==> src/rtl/icap_pr_ctrl.sv <==
`default_nettype none
// ============================================================================
//  Module   : icap_pr_ctrl
//  Purpose  : Sequencer between the decrypted bitstream word stream and the
//             ICAPE2 primitive. Discards pre-sync padding, detects the
//             7-series sync word, forwards the remaining words to ICAP with an
//             optional per-byte bit reversal, appends NOOP flush words, then
//             reports done or error. Stalled input is bounded by a timeout.
//  Ports    : clk, rst           - clock, synchronous active-high reset
//             start/length_words - command pulse and total stream length
//             s_data/s_valid/
//             s_ready            - 32-bit input word stream handshake
//             icap_csib/rdwrb/i  - ICAPE2 write interface (registered)
//             busy/done/error/
//             err_code           - status (error is sticky until next start)
//             words_written      - stream words driven to ICAP (sync incl.)
//  Revision : 1.0 - initial release
// ============================================================================
module icap_pr_ctrl #(
  parameter int unsigned LEN_W          = 24,
  parameter int unsigned TIMEOUT_CYCLES = 1000000,
  parameter int unsigned FLUSH_NOOPS    = 4,
  parameter int unsigned BITSWAP        = 1,
  parameter logic [31:0] SYNC_WORD      = 32'hAA995566
) (
  input  logic             clk,
  input  logic             rst,
  input  logic             start,
  input  logic [LEN_W-1:0] length_words,
  input  logic [31:0]      s_data,
  input  logic             s_valid,
  output logic             s_ready,
  output logic             icap_csib,
  output logic             icap_rdwrb,
  output logic [31:0]      icap_i,
  output logic             busy,
  output logic             done,
  output logic             error,
  output logic [1:0]       err_code,
  output logic [LEN_W-1:0] words_written
);

  localparam logic [31:0] c_NOOP     = 32'h2000_0000;
  // Idle counter only has to reach TIMEOUT_CYCLES-1; flush counter FLUSH_NOOPS-1.
  localparam int unsigned c_IDLE_W   = (TIMEOUT_CYCLES > 1) ? $clog2(TIMEOUT_CYCLES) : 1;
  localparam int unsigned c_FLUSH_W  = (FLUSH_NOOPS > 1) ? $clog2(FLUSH_NOOPS) : 1;

  localparam logic [2:0] c_ST_IDLE   = 3'd0;
  localparam logic [2:0] c_ST_HUNT   = 3'd1;
  localparam logic [2:0] c_ST_STREAM = 3'd2;
  localparam logic [2:0] c_ST_FLUSH  = 3'd3;
  localparam logic [2:0] c_ST_DONE   = 3'd4;
  localparam logic [2:0] c_ST_ERROR  = 3'd5;

  localparam logic [1:0] c_ERR_TIMEOUT = 2'b01;
  localparam logic [1:0] c_ERR_NOSYNC  = 2'b10;
  localparam logic [1:0] c_ERR_ZEROLEN = 2'b11;

  logic [2:0]           r_state;
  logic [2:0]           w_next_state;
  logic [LEN_W-1:0]     r_length;
  logic [LEN_W-1:0]     r_consumed;
  logic [LEN_W-1:0]     r_words_written;
  logic [c_IDLE_W-1:0]  r_idle_cnt;
  logic [c_FLUSH_W-1:0] r_flush_cnt;
  logic                 r_icap_csib;
  logic [31:0]          r_icap_i;
  logic                 r_error;
  logic [1:0]           r_err_code;

  logic                 w_s_ready;
  logic                 w_accept;
  logic                 w_is_sync;
  logic                 w_last;
  logic                 w_timeout;
  logic                 w_flush_last;
  logic                 w_busy;
  logic                 w_done;
  logic                 w_write;
  logic                 w_stream_write;
  logic [31:0]          w_wdata;
  logic [31:0]          w_wdata_sw;
  logic                 w_err_load;
  logic [1:0]           w_err_val;

  // Handshake depends on state only, so it is free of input-to-output paths.
  assign w_s_ready    = (r_state == c_ST_HUNT) || (r_state == c_ST_STREAM);
  assign w_accept     = s_valid && w_s_ready;
  assign w_is_sync    = (s_data == SYNC_WORD);
  assign w_last       = ((r_consumed + LEN_W'(1)) == r_length);
  assign w_timeout    = !w_accept && (r_idle_cnt == c_IDLE_W'(TIMEOUT_CYCLES - 1));
  assign w_flush_last = (r_flush_cnt == c_FLUSH_W'(FLUSH_NOOPS - 1));

  // ICAPE2 expects configuration bytes bit-reversed relative to the file order.
  generate
    if (BITSWAP != 0) begin : g_swap_on
      for (genvar b = 0; b < 4; b++) begin : g_byte
        for (genvar i = 0; i < 8; i++) begin : g_bit
          assign w_wdata_sw[8*b + i] = w_wdata[8*b + 7 - i];
        end
      end
    end else begin : g_swap_off
      assign w_wdata_sw = w_wdata;
    end
  endgenerate

  // State register
  always_ff @(posedge clk) begin
    if (rst) begin
      r_state <= c_ST_IDLE;
    end else begin
      r_state <= w_next_state;
    end
  end

  // Next-state logic
  always_comb begin
    w_next_state = r_state;
    case (r_state)
      c_ST_IDLE: begin
        if (start) begin
          w_next_state = (length_words == '0) ? c_ST_ERROR : c_ST_HUNT;
        end
      end
      c_ST_HUNT: begin
        if (w_accept) begin
          if (w_is_sync) begin
            w_next_state = w_last ? c_ST_FLUSH : c_ST_STREAM;
          end else if (w_last) begin
            w_next_state = c_ST_ERROR;
          end
        end else if (w_timeout) begin
          w_next_state = c_ST_ERROR;
        end
      end
      c_ST_STREAM: begin
        if (w_accept) begin
          if (w_last) begin
            w_next_state = c_ST_FLUSH;
          end
        end else if (w_timeout) begin
          w_next_state = c_ST_ERROR;
        end
      end
      c_ST_FLUSH: begin
        if ((FLUSH_NOOPS == 0) || w_flush_last) begin
          w_next_state = c_ST_DONE;
        end
      end
      c_ST_DONE:  w_next_state = c_ST_IDLE;
      c_ST_ERROR: w_next_state = c_ST_IDLE;
      default:    w_next_state = c_ST_IDLE;
    endcase
  end

  // Output / datapath-control logic
  always_comb begin
    w_busy         = 1'b0;
    w_done         = 1'b0;
    w_write        = 1'b0;
    w_stream_write = 1'b0;
    w_wdata        = s_data;
    w_err_load     = 1'b0;
    w_err_val      = 2'b00;
    case (r_state)
      c_ST_IDLE: begin
        if (start && (length_words == '0)) begin
          w_err_load = 1'b1;
          w_err_val  = c_ERR_ZEROLEN;
        end
      end
      c_ST_HUNT: begin
        w_busy         = 1'b1;
        w_write        = w_accept && w_is_sync;
        w_stream_write = w_accept && w_is_sync;
        if (w_accept && !w_is_sync && w_last) begin
          w_err_load = 1'b1;
          w_err_val  = c_ERR_NOSYNC;
        end else if (w_timeout) begin
          w_err_load = 1'b1;
          w_err_val  = c_ERR_TIMEOUT;
        end
      end
      c_ST_STREAM: begin
        w_busy         = 1'b1;
        w_write        = w_accept;
        w_stream_write = w_accept;
        if (w_timeout) begin
          w_err_load = 1'b1;
          w_err_val  = c_ERR_TIMEOUT;
        end
      end
      c_ST_FLUSH: begin
        w_busy  = 1'b1;
        w_write = (FLUSH_NOOPS != 0);
        w_wdata = c_NOOP;
      end
      c_ST_DONE: begin
        w_done = 1'b1;
      end
      default: begin
      end
    endcase
  end

  // Datapath registers
  always_ff @(posedge clk) begin
    if (rst) begin
      r_length        <= '0;
      r_consumed      <= '0;
      r_words_written <= '0;
      r_idle_cnt      <= '0;
      r_flush_cnt     <= '0;
      r_icap_csib     <= 1'b1;
      r_icap_i        <= '0;
      r_error         <= 1'b0;
      r_err_code      <= 2'b00;
    end else begin
      // One-cycle write latency; data holds when nothing is written.
      r_icap_csib <= !w_write;
      if (w_write) begin
        r_icap_i <= w_wdata_sw;
      end

      if ((r_state == c_ST_IDLE) && start && (length_words != '0)) begin
        r_length        <= length_words;
        r_consumed      <= '0;
        r_words_written <= '0;
        r_idle_cnt      <= '0;
        r_flush_cnt     <= '0;
        r_error         <= 1'b0;
        r_err_code      <= 2'b00;
      end

      if (w_s_ready) begin
        if (w_accept) begin
          r_consumed <= r_consumed + LEN_W'(1);
          r_idle_cnt <= '0;
        end else begin
          r_idle_cnt <= r_idle_cnt + c_IDLE_W'(1);
        end
      end

      if (w_stream_write) begin
        r_words_written <= r_words_written + LEN_W'(1);
      end

      if (r_state == c_ST_FLUSH) begin
        r_flush_cnt <= r_flush_cnt + c_FLUSH_W'(1);
      end

      if (w_err_load) begin
        r_error    <= 1'b1;
        r_err_code <= w_err_val;
      end
    end
  end

  assign s_ready       = w_s_ready;
  assign icap_csib     = r_icap_csib;
  assign icap_rdwrb    = 1'b0;
  assign icap_i        = r_icap_i;
  assign busy          = w_busy;
  assign done          = w_done;
  assign error         = r_error;
  assign err_code      = r_err_code;
  assign words_written = r_words_written;

endmodule
`default_nettype wire
==> config.mk <==
export PLATFORM = sky130hd
export DESIGN_NAME = icap_pr_ctrl
export DESIGN_NICKNAME = d
export VERILOG_FILES = /design/src/rtl/icap_pr_ctrl.sv
export SDC_FILE = /design/constraint.sdc
export NUM_CORES = 1
export LEC_CHECK = 0
export ABC_AREA = 1
export ABC_CLOCK_PERIOD_IN_PS = 2800
export CAP_MARGIN = 0
export CORE_ASPECT_RATIO = 0.5
export CORE_MARGIN = 10
export CORE_UTILIZATION = 53
export CTS_CLUSTER_DIAMETER = 80
export DETAILED_ROUTE_END_ITERATION = 8
export GPL_TIMING_DRIVEN = 1
export PLACE_DENSITY = 0.78
export REMOVE_ABC_BUFFERS = 1
export SETUP_SLACK_MARGIN = 0.4
export SLEW_MARGIN = 20
export SYNTH_ARGS = -nofsm -noshare
export SYNTH_HDL_FRONTEND = slang
export SYNTH_SLANG_ARGS = --single-unit
==> constraint.sdc <==
create_clock -name clk -period 2.8 [get_ports clk]
set_input_delay 0.42 -clock clk [delete_from_list [all_inputs] [get_ports clk]]
set_output_delay 0.42 -clock clk [all_outputs]
set_load 0.1 [all_outputs]
### Word level (Yosys, flattened, before mapping)

Cells that the tools add are included.

| cells by class | value |
|---|---|
| multipliers | 0 |
| shifts and indexed selects | 0 |
| $lt $le $gt $ge | 0 |
| equal/unequal tests | 12 |
| muxes and demuxes | 37 |
| bitwise logic cells | 0 |
| reductions and logical operators | 21 |
| div/mod/pow operators | 0 |
| add/subtract/negate cells | 4 |

Operators with widths:

| kind | count |
|---|---|
| 24-bit two-way mux | 5 |
| 20-bit two-way mux | 3 |
| 24-bit by 1-bit adder with 24-bit output, second input constant | 2 |
| 32-bit == test, second input constant | 1 |
| 32-bit two-way mux | 1 |
| 3-bit two-way mux | 9 |
| 24-bit == test | 1 |
| 24-bit zero test | 1 |
| 24-bit nonzero test | 1 |
| 20-bit by 1-bit adder with 20-bit output, second input constant | 1 |
| 20-bit == test, second input constant | 1 |
| 3-bit case mux with 4 select lines | 1 |
| 2-bit two-way mux | 5 |
| 1-bit two-way mux | 9 |
| 1-bit logical AND | 8 |
| 2-bit nonzero test | 4 |
| 3-bit by 2-bit == test with 1-bit output, second input constant | 2 |
| 1-bit case mux with 3 select lines | 2 |
| 2-bit case mux with 3 select lines | 1 |
| 2-bit inequality test, second input constant | 2 |
| 4-bit inequality test, second input constant | 1 |
| 4-bit AND reduction | 1 |
| 3-bit by 1-bit == test with 1-bit output, second input constant | 1 |
| 3-bit == test, second input constant | 1 |
| other kinds (8) | 10 |

| word-level totals | value |
|---|---|
| memories kept | 0 |
| bits in latches | 0 |
| memory bits (writable) | 0 |
| bits in registers | 133 |
| bits of input ports | 60 |
| ROM bits | 0 |
| logic and storage cells | 84 |

### Logic depth before layout (Yosys ltp)

| logic depth | value |
|---|---|
| depth in word-level cells | 9 |
| gate-level depth with buffers | 19 |

### Least setup slack after synthesis

No wires, ideal clock.

| timing | value |
|---|---|
| kind | register -> register |
| from | register r_words_written[0], in the netlist words_written[0] |
| to | register r_words_written[18], in the netlist words_written[18] |
| cell stages (with the launch flop) | 17 |
| slack | -33 ps |
| data arrival time | 2712 ps |
| data required time | 2679 ps |
| setup time | 121 ps |
| cells stage by stage | dfxtp_1 ha_1 nand2_1 nor2_1 inv_1 nor2_1 nand2_1 nor2_1 nand2_1 nor3_1 nand3_1 inv_1 nand2_1 inv_1 nand3_1 o21ai_0 a21oi_1 |

| between the ends | value |
|---|---|
| word-level cells in the longest chain between the ends | 2 |

Ends and longest elaborated chain:

| what | RTL line | source |
|---|---|---|
| start, declared | 63 | `logic [LEN_W-1:0] r_words_written;` |
| start signal, assigned | 245 | `r_words_written <= r_words_written + LEN_W'(1);` |
| 24-bit by 1-bit adder with 24-bit output | 245 |  |
| 24-bit two-way mux | 244 | `if (w_stream_write) begin` |

No other way between the ends.
A chain may end at the register's enable or synchronous reset.

### Worst setup path after layout

| timing | value |
|---|---|
| from | register r_consumed[0] |
| to | register r_state[0] |

| between the ends | value |
|---|---|
| word-level cells in the longest chain between the ends | 6 |
| elaborated cells between the ends (all ways) | 9 |
| those cells by class | add/sub (1); eq/ne (3); mux (4); reduce/logical (1) |

Ends and longest elaborated chain:

| what | RTL line | source |
|---|---|---|
| start, declared | 62 | `logic [LEN_W-1:0] r_consumed;` |
| start signal, assigned | 237 | `r_consumed <= r_consumed + LEN_W'(1);` |
| 24-bit by 1-bit adder with 24-bit output (*) | 90 | `assign w_last = ((r_consumed + LEN_W'(1)) == r_length);` |
| 24-bit == test (*) | 90 |  |
| 1-bit two-way mux | 128 | `w_next_state = w_last ? c_ST_FLUSH : c_ST_STREAM;` |
| 3-bit two-way mux | 127 | `if (w_is_sync) begin` |
| 3-bit two-way mux | 126 | `if (w_accept) begin` |
| 3-bit case mux with 4 select lines | 119 | `case (r_state)` |
| end signal, assigned | 110 | `r_state <= c_ST_IDLE;` |
| end signal, assigned | 112 | `r_state <= w_next_state;` |
| end, declared | 59 | `logic [2:0] r_state;` |

Every way passes the cells marked *; elsewhere a longest branch is shown, timed or not.

==> impl_results.md <==
- Critical path capture point type: flip-flop
- Top post-synthesis cells by count: 271 x sky130_fd_sc_hd__nand2_1, 133 x sky130_fd_sc_hd__dfxtp_1, 110 x sky130_fd_sc_hd__inv_1, 104 x sky130_fd_sc_hd__a21oi_1, 94 x sky130_fd_sc_hd__nor2_1
- Number of antenna repair diodes: 0
- Startpoint of the lowest-slack register-to-register path: r_consumed[0]
- Count of mapped cells out of synthesis: 1045
- Post-Route Skew: between 0.009 and 0.01 ns
- Post-synthesis cell type count: 44
- Area contributors post-synth: sky130_fd_sc_hd__dfxtp_1 38%, sky130_fd_sc_hd__nand2_1 15%, sky130_fd_sc_hd__a21oi_1 7.5%
- Chip Height: 101 microns
- R2r worst-path depth: 15
- Main combinational cell family by area after synthesis: simple AND/OR/NAND/NOR gates
- Switching share of power: between 40% and 50%
- Simple-gate portion of the synthesized area: 34.9%
- Fraction of layout instances using a drive strength above 1: about 17%
- Number of buffers added by the clock tree synthesis step: 17
- Remaining DRCs: 0
- Number of warnings printed during yosys synthesis: 0
- Post-route cell area: 9130 sq um
- Multiplexer share of the synthesized area: 0%
- Final core occ: 71.7%
- Critical path arrival: 2.64 ns
- Number of H-tree levels: 4
- Area used by sequential logic in the layout: 2680 sq um
- First-pass GRT wire length: 33600 microns
- Launching element of the worst setup path: r_consumed[0]
- Area share of the largest cell type after synthesis: 38.4%
- R2r endpoint: r_state[0]
- Worst setup path endpoint: r_state[0]
- Number of failing setup endpoints in the final timing report: 0
- Number of vias after detailed routing: ~7400
- GRT Total Usage: 22.0%
- Number of hold-slack violations in the final timing report: 0
- Portion of the post-synthesis area used by sequential elements: 38.4%
- Filler Cells Inserted: 1033
- Initial antenna violation count: 0
- Antenna violation net count after detailed routing: 0
- Relative slew slack: 48.4%
- Hpwl dp: 14600 microns
- Area growth from synthesis to layout: 31.8%
- Internal Dissipation: 0.00482 W
- Clock insertion delay at the later pin of the skew report: 0.42 ns
- Kind of start point of the critical path: flip-flop
- Run status: complete, no violations
- Share of the synthesized area in compound gates (AO/OA/AOI/OAI): between 10% and 20%
- Setup repair after global routing missed its margin: true
- Cell area reported after detailed placement: 8220 sq um
- Min-delay src: icap_i[6]
- Effective utilization at floorplan: a little over half
- Detail-routed net length per standard cell: approximately 15 microns
- Count of pins over their slew limit: 0
- Most instantiated library cell after synthesis: sky130_fd_sc_hd__nand2_1
- Gate power share: 37.1%
- Syn Std Cell Area: ~6900 sq um
- Leakage Power: 3.59 nW
- Number of optimization iterations in the first detailed-route pass: 5
- Reported max-cap violation count: 0
- Leading area contributor after synthesis: sky130_fd_sc_hd__dfxtp_1
- Routability congestion estimate from global placement: 0.887
- Path type of the worst min-delay path: flip-flop to flip-flop
- Critical path class: flip-flop to flip-flop
- Fraction of synthesis flops using an asynchronous set or reset pin: 0%
- Number of synthesized register bits: approximately 130
- Number of violations reported at the end of detailed-routing iteration 0: 499
- Data required time of the critical path: 3.15 ns
- Flip-flop cell with the highest count after synthesis: sky130_fd_sc_hd__dfxtp_1
- Fraction of synthesized cell area in xor and xnor cells: 0.253%
- Die outline area: approximately 18000 sq um
- Crit share post-route: 81.8%
- Post-synth EDFFs: 0
- Area of the multi-input gates: about 3800 sq um
- Core Box Area: 12700 sq um
- Number of nets in the layout: 1235
- Clock tree from TritonCTS: built
- Worst reg2reg setup slack: slightly above 0.5 ns
- Transition at the pin with the smallest max-transition slack: 0.771 ns
- Number of buffers on the longest clock path: 2
- Max rail drop VDD: ~0.5 mV
- Largest net degree at the start of global routing: 70
- Number of vias per cell: ~5.5
- Max Clk Rate: 0.437 GHz
- CTS Sinks: 133
- Synthesized area per cell: ~6.6 sq um
- Clk network pwr share: 33.2%
- Net switching power of the design: 0.00324 W
- Die Width: roughly 180 microns
- Port Buf Inserts: 122
- Final routed wirelength across all metal layers: 20800 microns
- Crit path time final: 2.29 ns
- Grt total ovfl: 0
- Via count of the first global-routing pass: 7043
- Clk Tree Root Cell: sky130_fd_sc_hd__clkbuf_16
- Post-route worst setup slack: 0.510 ns
- Row cnt: 29
- Clock input transition at the sequential cells of the worst setup and hold paths: 0.06 ns
- Worst Path Max Fanout: 6
- Boundary pin count: 124
- Fraction of the mapped netlist area in adder cells: less than 1%
- Share of total power in sequential cells: 29.7%
- Setup slack at placement: 0.0528 ns
- Power density over the cells: 882 nW/um^2
stage by stage:
step,TNS (ns),std cells,hold slack (ns),power (W)
4_1_cts,0,1348,0.462,0.00798
3_5_place_dp,0,1316,0.454,0.00529
5_1_grt,0,1354,0.479,0.00846
2_1_floorplan,-29.56,1006,0.435,0.00437
6_report,0,1354,0.462,0.00806
3_3_place_gp,0,1316,0.449,0.00524
worst min path at each step:
stage / endpoint / slack (ns) / cells past startpoint
after floorplan: r_flush_cnt[0] / 0.43 / 1
final: icap_i[6] / 0.46 / 2
after detailed placement: icap_i[6] / 0.45 / 2
after global routing: icap_i[12] / 0.48 / 2
after CTS: icap_i[6] / 0.46 / 2
after global placement: icap_i[11] / 0.45 / 2
power groups by stage:
stage	clock (W)	combinational (W)	sequential, W
global placement	0	0.00284	0.00240
CTS	0.00269	0.00291	0.00238
finish	0.00268	0.00299	0.00240
global route	0.00279	0.00324	0.00243
detailed placement	0	0.00288	0.00241
floorplan	0	0.00148	0.00290
cells in the final DEF (no fill, tap or decap), drive strengths merged, types with 2 or more instances in the layout:
master,synthesis,layout
nand2,289,289
dfxtp,133,133
inv,113,117
nor2,108,108
a21oi,105,105
nand3,88,88
buf,15,88
o21ai,67,67
clkdlybuf4s50,0,58
clkbuf,24,18
nor3,16,16
nand4,15,15
nor4,12,12
a211oi,11,11
a311oi,8,8
a221oi,8,8
nand3b,7,7
bufinv,0,7
or2,5,5
ha,4,4
clkinv,1,4
a22oi,3,3
xor2,2,2
a31oi,2,2
o221ai,2,2
worst max-delay path, stage by stage, from the launching register on:
cell	delay, ns
sky130_fd_sc_hd__dfxtp_4	0.38
sky130_fd_sc_hd__ha_4	0.16
sky130_fd_sc_hd__nand3_1	0.12
sky130_fd_sc_hd__nor2_2	0.22
sky130_fd_sc_hd__nand3_2	0.13
sky130_fd_sc_hd__o21bai_1	0.20
sky130_fd_sc_hd__nand3_1	0.10
sky130_fd_sc_hd__nand2_1	0.08
sky130_fd_sc_hd__nand3_1	0.14
sky130_fd_sc_hd__nor2_4	0.15
sky130_fd_sc_hd__nand2_2	0.08
sky130_fd_sc_hd__nand2_2	0.08
sky130_fd_sc_hd__nand3_4	0.09
sky130_fd_sc_hd__nor2_1	0.11
sky130_fd_sc_hd__nand2_1	0.07
sky130_fd_sc_hd__a21oi_2	0.10
what timing repair did:
item | in CTS | in global routing
cloned | 0 | 0
setup buffers | 0 | 6
resized for setup | 7 | 41
endpoints found under the setup margin | 5 | 32
pin swaps | 2 | 15
hold buffers | 0 | 0
state kept, by name (all words and copies together), names as in the netlist:
| name | count |
|---|---|
| err_code | 2 |
| error | 1 |
| icap_csib | 1 |
| icap_i | 32 |
| r_consumed | 24 |
| r_flush_cnt | 2 |
| r_idle_cnt | 20 |
| r_length | 24 |
| r_state | 3 |
| words_written | 24 |
layout make-up:
class,instances,area share (%)
repair buffers,146,14.2
clock buffers,18,4.70
inverters,114,4.68
multi-input cells,759,41.8
well taps,170,2.33
clock inverters,14,2.97
flip-flops and latches,133,29.3
kinds of logic after synthesis:
kind of cell               count (synthesis)
and+or+nand+nor                          541
AOI/OAI and AO/OA                        211
buffers and inverters                    153
DFF                                      133
adders and majority gates                  4
xor gates and xnor gates                   2
other                                      1
layer usage:
layer	vias up	global-route usage (%)	routed length [microns]
li1	3711	-	-
met1	3411	25.8	8920
met2	265	37.7	9900
met3	24	7.38	1770
met4	0	6.28	195
met5	-	0	0
Note: power is estimated with default switching activity, not from simulation.
==> patch: new RTL, same settings <==
`BITSWAP`: 1 -> 0.
--- a/src/rtl/icap_pr_ctrl.sv
+++ b/src/rtl/icap_pr_ctrl.sv
@@ -20,7 +20,7 @@
   parameter int unsigned LEN_W          = 24,
   parameter int unsigned TIMEOUT_CYCLES = 1000000,
   parameter int unsigned FLUSH_NOOPS    = 4,
-  parameter int unsigned BITSWAP        = 1,
+  parameter int unsigned BITSWAP        = 0,
   parameter logic [31:0] SYNC_WORD      = 32'hAA995566
 ) (
   input  logic             clk,
Behaviour: not the same (a bounded check fails within 4 cycles, from zero or initial values and one cycle with rst high).
==> patch against the unedited design <==
- critical endpoint unchanged
- sequential cell count unchanged
- global-route usage shrank 0.21 points
- non-clock buffer count is 4 lower
- cell area decreased by 1.5%
- total power down 4.3%
- die area decreased by 0.49%
- routed wire length shrank 0.71%
- worst hold slack got worse by 34 ps
- area after synthesis fell by 0.58%
- worst setup slack got worse by 70 ps
==> patch: results (changes against the unedited design) <==
[finish]
n_antenna_cell=0  ; unchanged
layout-drive-gt1-share_pct=16.71  ; -0.18 points
nets=1225  ; -0.81%
fillers=1061  ; +2.7%
largest_reg_flops=32  ; unchanged

[clocking]
cts_buffers=17  ; unchanged
root_buffer=clkbuf_16
clockBufferDepth=2  ; unchanged
clkTransAtPathRegs_ps=60  ; about the same
cts-resized-gates=6  ; -1
cts_setup_buffers=0  ; unchanged
clkLatencyLatePin_ps=420  ; about the same
htree_levels=4  ; unchanged

[hold_path]
worstHoldPathCells=2  ; unchanged
hp-class=input port to flip-flop
hp-start=rst
min_to=r_idle_cnt[8]$_SDFFE_PP0P_

[grt]
track_usage_pct=21.75  ; -0.21 points
grt_max_degree=60  ; -14%
grt_first_pass_wirelength_mm=33.31  ; -0.96%
antenna_found_initial=0  ; unchanged
grt_pass1_vias=6993  ; -0.71%

[critical_path]
ff2ff_setup_slack_ps=440  ; -70 ps
r2r_end=r_state[0]$_SDFFE_PP0P_
worstSetupPathType=flip-flop to flip-flop
critical_path.top_delay_family=simple AND/OR/NAND/NOR gates
r2r_start=r_consumed[0]$_SDFF_PP0_
crit_fanout=7  ; +1
critPathArrivalTime_ps=2710  ; +70 ps
r2r_cells=18  ; +3
crit_path_max_incr_delay_ps=380  ; about the same
slowest_stage=dfxtp_4

[yosys]
synthCells=1039  ; -0.57%
yosys-top-cells-area=dfxtp_1 (39%), nand2_1 (15%), a21oi_1 (7.3%)
synth_commonest_cells=nand2_1 (268), dfxtp_1 (133), inv_1 (106)
ys_seq_area_share_pct=38.63  ; +0.22 points
synthArstFlopShare_pct=0  ; unchanged
yosysWarnings=0  ; unchanged
ys_types=44  ; unchanged

[pwr]
cellLeakagePower_nw=3.523  ; -2.0%
ir_worst_vdd_mv=0.4291  ; -14%

[drt]
via_count=7411  ; unchanged
dr.pass1.iters=6  ; +1
wl_mm=20.64  ; -0.71%
drt_iter0_drc=553  ; +11%

[place]
routabilityCongestion=0.8768  ; -1.1%
io_buffers=122  ; unchanged
dp_slack_ps=148.5  ; +95.71 ps
place_area_um2=8197  ; -0.30%
hpwlAfterDp_mm=14.41  ; -1.0%

[timing]
skew_ps=10.17  ; +0.4067 ps
tightest_slew_ps=741.6  ; -29.82 ps
max_freq_mhz=423.8  ; -3.0%

[outcome]
status=completed

-- patch: cell count changes in the layout (fill, tap and decap cells not counted), moves of 3 or more --
cell	delta
clkinvlp_4	+6
nand2_1	-6
a211oi_1	+5
buf_4	-5
bufinv_16	-4
nor2_1	+4
a21oi_1	-3
inv_1	-3
nand2_2	-3
nor2_2	+3
nor4_2	+3
-- patch: cells by family (layout without fill, tap and decap cells) --
group                      Yosys count  count (layout)  synth area share (%)
AOI/OAI and AO/OA                  209             209                 17.05
xor gates and xnor gates             2               2                0.2542
other                                1               1               0.05441
adders and majority gates            4               4                0.7262
DFF                                133             133                 38.63
buffers and inverters              149             283                 8.297
and+or+nand+nor                    541             541                 34.99
-- patch: through the flow --
| stage | instances | hold slack (ps) |
|---|---|---|
| 2_1_floorplan | 1000 | 434.8 |
| 3_3_place_gp | 1309 | 443.8 |
| 3_5_place_dp | 1309 | 455.6 |
| 4_1_cts | 1340 | 410.0 |
| 5_1_grt | 1343 | 464.3 |
| 6_report | 1343 | 428.5 |
-- patch: per-layer routing --
layer  GRT usage, %  routed length, um  vias to the layer above
met2          36.60               9862                      268
met1          26.36               8645                     3407
met3          6.344               1813                       38
met5              0                  0                        -
li1               -                  -                     3698
met4          7.209                321                        0
-- patch: layout make-up --
type                    count  area [um^2]  share of cell area (%)
multi-input cells         757         3815                   42.38
flip-flops and latches    133         2681                   29.79
repair buffers            142         1275                   14.16
clock buffers              17        425.4                   4.726
inverters                 110        412.9                   4.587
well taps                 170        212.7                   2.363
clock inverters            14        178.9                   1.988
-- patch: where the power goes --
part / internal (mW) / total (mW) / switching [mW]
clock: 1.40 / 2.32 / 0.913
combinational: 0.882 / 3.00 / 2.12
sequential: 2.17 / 2.39 / 0.223
total: 4.46 / 7.71 / 3.25
